File: config.mk
export PLATFORM = sky130hd
export DESIGN_NAME = bet_round_sequencer
export DESIGN_NICKNAME = d
export VERILOG_FILES = /design/src/rtl/bet_pkg.sv /design/src/rtl/spin_watchdog.sv /design/src/rtl/bet_round_sequencer.sv
export SDC_FILE = /design/constraint.sdc
export NUM_CORES = 1
export LEC_CHECK = 0
export ABC_AREA = 1
export ABC_CLOCK_PERIOD_IN_PS = 3510
export BUFFER_PORTS_ARGS = -buffer_cell sky130_fd_sc_hd__clkbuf_2
export CAP_MARGIN = 30
export CORE_ASPECT_RATIO = 1.1
export CORE_MARGIN = 2
export CORE_UTILIZATION = 40
export CTS_CLUSTER_DIAMETER = 200
export CTS_CLUSTER_SIZE = 8
export DETAILED_ROUTE_END_ITERATION = 10
export GPL_TIMING_DRIVEN = 0
export PLACE_DENSITY = 0.7
export SYNTH_ARGS = -nofsm -noshare
export SYNTH_HDL_FRONTEND = slang
export SYNTH_SLANG_ARGS = --single-unit
File: constraint.sdc
create_clock -name clock -period 3.51 [get_ports clock]
set_input_delay 0.351 -clock clock [delete_from_list [all_inputs] [get_ports clock]]
set_output_delay 0.351 -clock clock [all_outputs]
set_load 0.01 [all_outputs]
File: src/rtl/bet_pkg.sv
// Shared constants, FSM state encoding and bet-word layout for the roulette
// bet round sequencer.
package bet_pkg;

  localparam int unsigned BET_W   = 8;
  localparam int unsigned OP_W    = 6;
  localparam int unsigned AMT_W   = 2;
  localparam int unsigned OP_LSB  = 0;
  localparam int unsigned AMT_LSB = 6;

  localparam logic [OP_W-1:0] SPIN_OPCODE = 6'b111110;
  localparam logic [OP_W-1:0] NULL_OPCODE = 6'b111111;

  typedef enum logic [1:0] {
    S_OPEN     = 2'd0,
    S_SPIN_REQ = 2'd1,
    S_SPINNING = 2'd2,
    S_CLOSED   = 2'd3
  } state_e;

  function automatic logic [BET_W-1:0] pack_bet(input logic [AMT_W-1:0] amt,
                                                input logic [OP_W-1:0]  op);
    logic [BET_W-1:0] w;
    w = '0;
    w[AMT_LSB +: AMT_W] = amt;
    w[OP_LSB  +: OP_W]  = op;
    return w;
  endfunction

endpackage

File: src/rtl/spin_watchdog.sv
// Clearable, enabled down-counter; tc_o flags the last enabled cycle of a
// SPIN_TIMEOUT-cycle window.
module spin_watchdog #(
  parameter int unsigned SPIN_TIMEOUT = 100_000_000
) (
  input  logic clock,
  input  logic reset,
  input  logic clr_i,
  input  logic en_i,
  output logic tc_o
);

  localparam int unsigned CW = (SPIN_TIMEOUT > 1) ? $clog2(SPIN_TIMEOUT) : 1;
  localparam logic [CW-1:0] LOAD = CW'(SPIN_TIMEOUT - 1);

  logic [CW-1:0] cnt_q, cnt_d;

  always_comb begin
    cnt_d = cnt_q;
    if (clr_i)
      cnt_d = LOAD;
    else if (en_i && (cnt_q != '0))
      cnt_d = cnt_q - 1'b1;
  end

  always_ff @(posedge clock or posedge reset) begin
    if (reset) cnt_q <= LOAD;
    else       cnt_q <= cnt_d;
  end

  assign tc_o = en_i && !clr_i && (cnt_q == '0);

endmodule

File: src/rtl/bet_round_sequencer.sv
// Roulette round controller: accepts chip-backed bets into slots, locks the
// table for a spin, waits for the result under a watchdog, then stays closed.
module bet_round_sequencer
  import bet_pkg::*;
#(
  parameter int unsigned MAX_BETS     = 12,
  parameter int unsigned SPIN_TIMEOUT = 100_000_000
) (
  input  logic             clock,
  input  logic             reset,
  input  logic             key_valid,
  input  logic [5:0]       bet_opcode,
  input  logic             chip_present,
  input  logic [1:0]       chip_amount,
  input  logic             spin_done,
  input  logic             clear_bets,
  output logic             slot_we,
  output logic [3:0]       slot_idx,
  output logic [BET_W-1:0] slot_data,
  output logic [3:0]       bet_count,
  output logic             spin_start,
  output logic             spinning,
  output logic             table_open,
  output logic             err_pulse
);

  state_e           state_q, state_d;
  logic [3:0]       count_q, count_d;
  logic [1:0]       amt_q, amt_d;
  logic [3:0]       idx_q, idx_d;
  logic [BET_W-1:0] data_q, data_d;
  logic             we_q, we_d, err_q, err_d;
  logic             start_q, spinning_q, open_q;
  logic             wd_tc, is_bet, is_spin;

  spin_watchdog #(.SPIN_TIMEOUT(SPIN_TIMEOUT)) u_wdog (
    .clock (clock),
    .reset (reset),
    .clr_i (state_q != S_SPINNING),
    .en_i  (state_q == S_SPINNING),
    .tc_o  (wd_tc)
  );

  assign is_bet  = key_valid && (bet_opcode != SPIN_OPCODE) && (bet_opcode != NULL_OPCODE);
  assign is_spin = key_valid && (bet_opcode == SPIN_OPCODE);

  always_comb begin
    state_d = state_q;
    count_d = count_q;
    amt_d   = amt_q;
    idx_d   = idx_q;
    data_d  = data_q;
    we_d    = 1'b0;
    err_d   = 1'b0;
    unique case (state_q)
      S_OPEN: begin
        if (chip_present) amt_d = chip_amount;
        // Accepts need chip_present, so the slot word carries this cycle's amount.
        if (clear_bets) begin
          count_d = '0;
          idx_d   = '0;
        end else if (is_bet) begin
          if (chip_present && (count_q < 4'(MAX_BETS))) begin
            we_d    = 1'b1;
            idx_d   = count_q;
            data_d  = pack_bet(amt_d, bet_opcode);
            count_d = count_q + 4'd1;
          end else begin
            err_d = 1'b1;
          end
        end else if (is_spin) begin
          if (count_q != '0) state_d = S_SPIN_REQ;
          else               err_d   = 1'b1;
        end
      end
      S_SPIN_REQ: state_d = S_SPINNING;
      S_SPINNING: begin
        if (spin_done) begin
          state_d = S_CLOSED;
        end else if (wd_tc) begin
          err_d   = 1'b1;
          state_d = S_CLOSED;
        end
      end
      S_CLOSED: begin
        if (clear_bets) begin
          count_d = '0;
          idx_d   = '0;
          state_d = S_OPEN;
        end
      end
      default: state_d = S_OPEN;
    endcase
  end

  always_ff @(posedge clock or posedge reset) begin
    if (reset) begin
      state_q    <= S_OPEN;
      count_q    <= '0;
      amt_q      <= '0;
      idx_q      <= '0;
      data_q     <= '0;
      we_q       <= 1'b0;
      err_q      <= 1'b0;
      start_q    <= 1'b0;
      spinning_q <= 1'b0;
      open_q     <= 1'b1;
    end else begin
      state_q    <= state_d;
      count_q    <= count_d;
      amt_q      <= amt_d;
      idx_q      <= idx_d;
      data_q     <= data_d;
      we_q       <= we_d;
      err_q      <= err_d;
      start_q    <= (state_d == S_SPIN_REQ);
      spinning_q <= (state_d == S_SPINNING);
      open_q     <= (state_d == S_OPEN);
    end
  end

  assign slot_we    = we_q;
  assign slot_idx   = idx_q;
  assign slot_data  = data_q;
  assign bet_count  = count_q;
  assign spin_start = start_q;
  assign spinning   = spinning_q;
  assign table_open = open_q;
  assign err_pulse  = err_q;

endmodule

==> summary.md, run 1 <==
| Metric | Value |
|---|---|
| Mean number of vias per cell | 5.01 |
| Synth area leader | dfrtp_1 |
| Number of warnings issued by yosys | 0 |
| Power density cells | 522 mW/mm^2 |
| Most used routing layer | met2 |
| Total number of vias | 2,631 |
| Largest net degree at the start of global routing | 43 |
| Total negative setup slack | 0 ns |
| Worst clock skew | 0.00843 ns |
| Gate count of the mapped netlist | 394 |
| Total net switching power | 0.618 mW |
| Worst slew margin relative to its limit | 68.2% |
| Later-pin clock latency in the skew report | 0.31 ns |
| Kind of end point of the critical path | flip-flop |
| Fill cell instance count of the final layout | 746 |
| Setup slack of the critical path after layout | 1.82 ns |
| Total track usage | 17.3% |
| Critical Path AT | 1.95 ns |
| Result of the run | finished clean |
| Number of pins with negative max-slew slack in the final report | 0 |
| Post CTS Setup Buffer Count | 0 |
| DIE AREA | 0.00819 mm^2 |
| CTS clk-pin slew, worst paths | 0.10 ns |
| Fraction of final layout cells with drive strength greater than 1 | 23.1% |
| Maximum number of buffers from clock root to sink | 2 |
| Post-synth top area share | 26.8% |
| Number of antenna repair diodes | 0 |
| GP Congestion | 0.984 |
| Yosys reg bits | 52 |
| Htree depth | 2 |
| Final #Nets | 455 |
| Netlist cell types | 30 |
| Biggest fanout along the worst timing path | 7 |
| Number of buffers added by the clock tree synthesis step | 5 |
| Post-synthesis sequential area ratio | 44.3% |
| TritonCTS clock tree | built |
| Combinational power share | 28.5% |
| Vias in the first global route | 2,446 |
| Antenna-violating nets left | 0 |
| Clock network fraction of design power | 27.4% |
| Number of max-cap violations | 0 |
| Internal Pwr Total | 1.17 mW |
| Core region area | 0.00735 mm^2 |
| Startpoint Class | flip-flop |
| I/O Buffers | 34 |
| Worst min-delay path class | input pin to flip-flop |
| Met1 Usage GRT | 21.9% |
| Commonest cells after routing, fill and taps aside | 108 x nand2_1, 55 x nor2_1, 45 x inv_1, 38 x nand3_1, 34 x clkbuf_2 |
| Main area contributors after synthesis | dfrtp_1 27%, dfstp_2 18%, nand2_1 14% |
| Actual slew at the worst max-slew pin | 0.476 ns |
| Overall overflow remaining after global route | 0 |
| Global routing usage on met2 | 30.4% |
| Routed WL per cell | 12.6 um |
| First-pass iteration count of the detailed router | 4 |
| First-pass GRT wire length | 11,300 um |
| Syn nets | 412 |
| Net switching share of the total power | 34.5% |
| Req. time, crit path | 3.77 ns |
| Ports | 35 |
| Pre-CTS setup slack | 1.85 ns |
| Initial core utilization | 40.7% |
| Initial antenna violation count | 0 |
| Largest vdd supply drop | 311 uV |
| Post-synthesis to final-layout area growth | 14.8% |
| Met3 demand-to-capacity share in global routing | 3.06% |
| Worst Setup Path Type | flip-flop to flip-flop |
| Leakage Power | 1.71 nW |
| Wire length reported by the detailed router | 6620 um |
| Achievable clock frequency | 592 MHz |
| Sequential fraction of design power | 44.1% |
| Cell area after synthesis | 0.00299 mm^2 |
| First-iteration detailed-routing DRC count | 149 |
| Fin. Hold Viols | 0 |
| Rows | 33 |
| Sink count of the clock tree | 52 |
| Shortest period the worst path allows | 1.69 ns |
| Setup violators final | 0 |
| Final period utilization | 48.1% |
| Setup repair after global routing missed its margin | no |
| Most common library cell in the layout ignoring fill and taps | nand2_1 |
| Die X | 86.5 um |
| DRC Markers | 0 |
| Root Buffer Master | clkbuf_8 |
| Die Ht | 94.7 um |
| Synth Area per Inst | 7.59 um^2 |
| HPWL after DPL | 5020 um |
stage by stage:
stage	utilization [%]	cell area (um^2)	power [mW]	hold WS (ns)	instances
after floorplan	-	2990	1.14	0.445	394
after global placement	44.5	3270	1.30	0.454	515
after detailed placement	44.8	3290	1.32	0.284	516
after CTS	46.7	3430	1.81	0.249	525
after global routing	46.7	3430	1.91	0.254	525
final	46.7	3430	1.79	0.257	525
cells in the mapped netlist, drive strengths merged:
library cell,number
a2111oi,1
a21boi,1
a21o,2
a21oi,5
buf,3
dfrtp,32
dfstp,20
ha,4
inv,53
nand2,114
nand3,40
nand3b,5
nand4,10
nor2,72
nor3,2
o211ai,3
o21ai,20
o21bai,2
xor2,5
registers in the layout, indices dropped and copies added (netlist names):
signal,count
amt_q,2
bet_count,4
err_pulse,1
slot_data,8
slot_idx,4
slot_we,1
spin_start,1
spinning,1
state_q,2
table_open,1
u_wdog.cnt_q,27
worst paths after layout:
| kind | startpoint | end | slack (ns) | depth (start not counted) |
|---|---|---|---|---|
| min in group asynchronous | reset | slot_data[4] | 0.50 | 3 |
| hold / removal | bet_opcode[4] | slot_data[4] | 0.26 | 3 |
| setup / recovery | u_wdog.cnt_q[0] | u_wdog.cnt_q[26] | 1.82 | 8 |
| setup reg to reg | u_wdog.cnt_q[0] | u_wdog.cnt_q[26] | 1.82 | 8 |
| max in group asynchronous | reset | table_open | 2.44 | 4 |
| hold reg to reg | slot_data[1] | slot_data[1] | 0.48 | 2 |
cell families after synthesis:
| family | synth area share (%) |
|---|---|
| simple gates | 38.3 |
| flops | 44.3 |
| compound gates | 6.86 |
| xor+xnor | 1.46 |
| buf+inv | 7.36 |
| fa+ha+maj | 1.67 |
critical path: stages (launching register included):
cell and delay, ns:
dfstp_2 0.37, inv_1 0.13, ha_1 0.33, nand2_1 0.16, nor2_2 0.24, inv_2 0.09, nor2_1 0.13, nand4_1 0.11
nand2_1 0.07
power groups by stage:
stage	clock network (mW)	registers, mW	logic, mW
after floorplan	0	0.829	0.309
after global placement	0	0.802	0.502
after detailed placement	0	0.802	0.515
after CTS	0.500	0.793	0.518
after global routing	0.530	0.805	0.577
final	0.490	0.791	0.511
metal layers:
| metal | share of wire [%] | vias to the layer above |
|---|---|---|
| li1 | - | 1336 |
| met1 | 45 | 1225 |
| met2 | 50 | 62 |
| met3 | 4.4 | 8 |
| met4 | 1.1 | 0 |
| met5 | 0 | - |
final cells by class:
| cell class | count | area, um^2 | area share, % |
|---|---|---|---|
| well taps | 87 | 109 | 3.17 |
| clock inverters | 2 | 60.1 | 1.75 |
| multi-input cells | 286 | 1450 | 42.1 |
| flip-flops and latches | 52 | 1330 | 38.6 |
| clock buffers | 6 | 72.6 | 2.11 |
| plain buffers | 3 | 21.3 | 0.620 |
| inverters | 53 | 199 | 5.79 |
| repair buffers | 36 | 200 | 5.83 |
timing repair:
item,4_1_cts,5_1_grt
hold endpoints to repair,10,0
hold buffers,1,0
gates resized for setup,0,0
Power figures use the tool's default switching activity.
==> run 2, diff against run 1 <==
- ABC_CLOCK_PERIOD_IN_PS: 3510 -> 1400
- PLACE_DENSITY: 0.7 -> 0.72
- clock period: 3.51 -> 1.4 ns (I/O delays scaled with it)
==> summary.md, run 2 (synthesized netlist as in run 1, its figures left out) <==
| Metric | Value |
|---|---|
| Worst min-delay path class | input pin to flip-flop |
| Achievable clock frequency | 663 MHz (+12%) |
| Final period utilization | 108% (+60 points) |
| First-pass GRT wire length | 12,500 um (+10%) |
| Setup violators final | 26 (+26) |
| Die X | 86.5 um (unchanged) |
| Biggest fanout along the worst timing path | 8 (+1) |
| Power density cells | 1140 mW/mm^2 (+120%) |
| Result of the run | finished, violations left |
| Initial core utilization | 40.7% (unchanged) |
| Fraction of final layout cells with drive strength greater than 1 | 39.0% (+16 points) |
| Non-filler cells, final | 554 (+5.5%) |
| Critical Path AT | 1.72 ns (-0.23 ns) |
| Most used routing layer | met2 |
| Startpoint Class | flip-flop |
| Most common library cell in the layout ignoring fill and taps | nand2_1 |
| Die Ht | 94.7 um (unchanged) |
| Total track usage | 19.3% (+1.9 points) |
| Rows | 33 (unchanged) |
| Htree depth | 2 (unchanged) |
| Mean number of vias per cell | 5.26 (+4.9%) |
| Largest net degree at the start of global routing | 39 (-9.3%) |
| Pre-CTS setup slack | -0.229 ns (-2.08 ns) |
| DIE AREA | 0.00819 mm^2 (unchanged) |
| Max reg flops | 27 (unchanged) |
| TritonCTS clock tree | built |
| Commonest cells after routing, fill and taps aside | 97 x nand2_1, 42 x inv_1, 35 x nand3_1, 34 x clkbuf_2, 29 x dfrtp_1 |
| HPWL after DPL | 5030 um (+0.14%) |
| Largest vdd supply drop | 842 uV (+170%) |
| Register bank with the most flops | u_wdog.cnt_q |
| Setup slack of the critical path after layout | -0.109 ns (-1.93 ns) |
| Initial antenna violation count | 0 (unchanged) |
| DRC Markers | 0 (unchanged) |
| Vias in the first global route | 2,772 (+13%) |
| Number of pins with negative max-slew slack in the final report | 0 (unchanged) |
| Setup repair after global routing missed its margin | yes |
| Global routing usage on met2 | 35.6% (+5.2 points) |
| Wire length reported by the detailed router | 7950 um (+20%) |
| Met3 demand-to-capacity share in global routing | 3.58% (+0.52 points) |
| Fin. Hold Viols | 0 (unchanged) |
| Worst slew margin relative to its limit | 73.9% (+5.7 points) |
| Kind of end point of the critical path | flip-flop |
| Number of buffers added by the clock tree synthesis step | 5 (unchanged) |
| Actual slew at the worst max-slew pin | 0.382 ns (-0.0937 ns) |
| Req. time, crit path | 1.61 ns (-2.16 ns) |
| First-pass iteration count of the detailed router | 5 (+1) |
| Post-synthesis to final-layout area growth | 30.2% |
| Routed WL per cell | 14.3 um (+14%) |
| Shortest period the worst path allows | 1.51 ns (-0.180 ns) |
| GP Congestion | 0.961 (-2.4%) |
| First-iteration detailed-routing DRC count | 216 (+45%) |
| Antenna-violating nets left | 0 (unchanged) |
| Violations in the final reports | negative setup slack |
| Final #Nets | 484 (+6.4%) |
| Root Buffer Master | clkbuf_8 |
| Ports | 35 (unchanged) |
| Maximum number of buffers from clock root to sink | 2 (unchanged) |
| Number of max-cap violations | 0 (unchanged) |
| Leakage Power | 1.88 nW (+9.9%) |
| Worst Setup Path Type | flip-flop to flip-flop |
| I/O Buffers | 34 (unchanged) |
| Number of antenna repair diodes | 0 (unchanged) |
| Sink count of the clock tree | 52 (unchanged) |
| Overall overflow remaining after global route | 0 (unchanged) |
| Core region area | 0.00735 mm^2 (unchanged) |
| CTS clk-pin slew, worst paths | 0.10 ns (about the same) |
| Met1 Usage GRT | 21.8% (-0.062 points) |
| Placed cell count | 516 (unchanged) |
| Later-pin clock latency in the skew report | 0.32 ns (about the same) |
| Worst clock skew | 0.0149 ns (+0.00650 ns) |
| Total number of vias | 2,913 (+11%) |
run 2: power breakdown:
part	total, mW	switching (mW)	internal, mW
logic	1.52	0.962	0.561
clock network	0.919	0.551	0.368
registers	2.00	0.204	1.80
total	4.44	1.72	2.73
run 2: cell type report:
cell class	count	area (um^2)
fillers	685	3450
multi-input cells	287	1700
clock buffers	6	72.6
plain buffers	3	27.5
inverters	53	204
flip-flops and latches	52	1330
well taps	87	109
repair buffers	64	439
clock inverters	2	17.5
run 2: final timing paths:
check,startpoint,end,slack [ns],depth (start not counted)
worst max-delay path,u_wdog.cnt_q[19],u_wdog.cnt_q[10],-0.11,7
worst min-delay path,spin_done,err_pulse,0.03,2
worst max register to register,u_wdog.cnt_q[19],u_wdog.cnt_q[10],-0.11,7
worst min register to register,slot_data[7],slot_data[7],0.49,2
max in group asynchronous,reset,u_wdog.cnt_q[23],0.51,4
min in group asynchronous,reset,u_wdog.cnt_q[10],0.34,3
run 2: critical path, cell delays in order, from the launching register on:
cell     delay (ns)
dfrtp_1        0.44
nor2_2         0.16
nand2_2        0.10
nor2_4         0.17
nand3_4        0.12
nor3_4         0.21
buf_12         0.17
nor2_4         0.03
run 2: what timing repair did:
item,CTS,global route
gates cloned,1,0
buffers inserted,18,10
resized for setup,21,54
setup endpoints to repair,47,45
pin swaps,10,17
hold endpoints to repair,1,0
hold buffers,1,0
run 2: layer usage:
layer | share of wire (%) | vias to the layer above
met3 | 5.6 | 33
met1 | 39 | 1359
met4 | 4.2 | 0
met2 | 51 | 131
met5 | 0 | -
li1 | - | 1390
run 2: stage by stage:
stage / instance area, um^2 / hold slack (ns) / total power, mW / util, % / TNS [ns]
final: 3890 / 0.0308 / 4.44 / 53.0 / -1.47
after global routing: 3890 / 0.0263 / 4.74 / 53.0 / -2.71
after CTS: 3650 / 0.0272 / 4.32 / 49.6 / -1.27
after detailed placement: 3300 / 0.109 / 3.32 / 44.9 / -4.22
after global placement: 3280 / 0.357 / 3.28 / 44.6 / -28.07
after floorplan: 3000 / 0.234 / 2.86 / - / 0
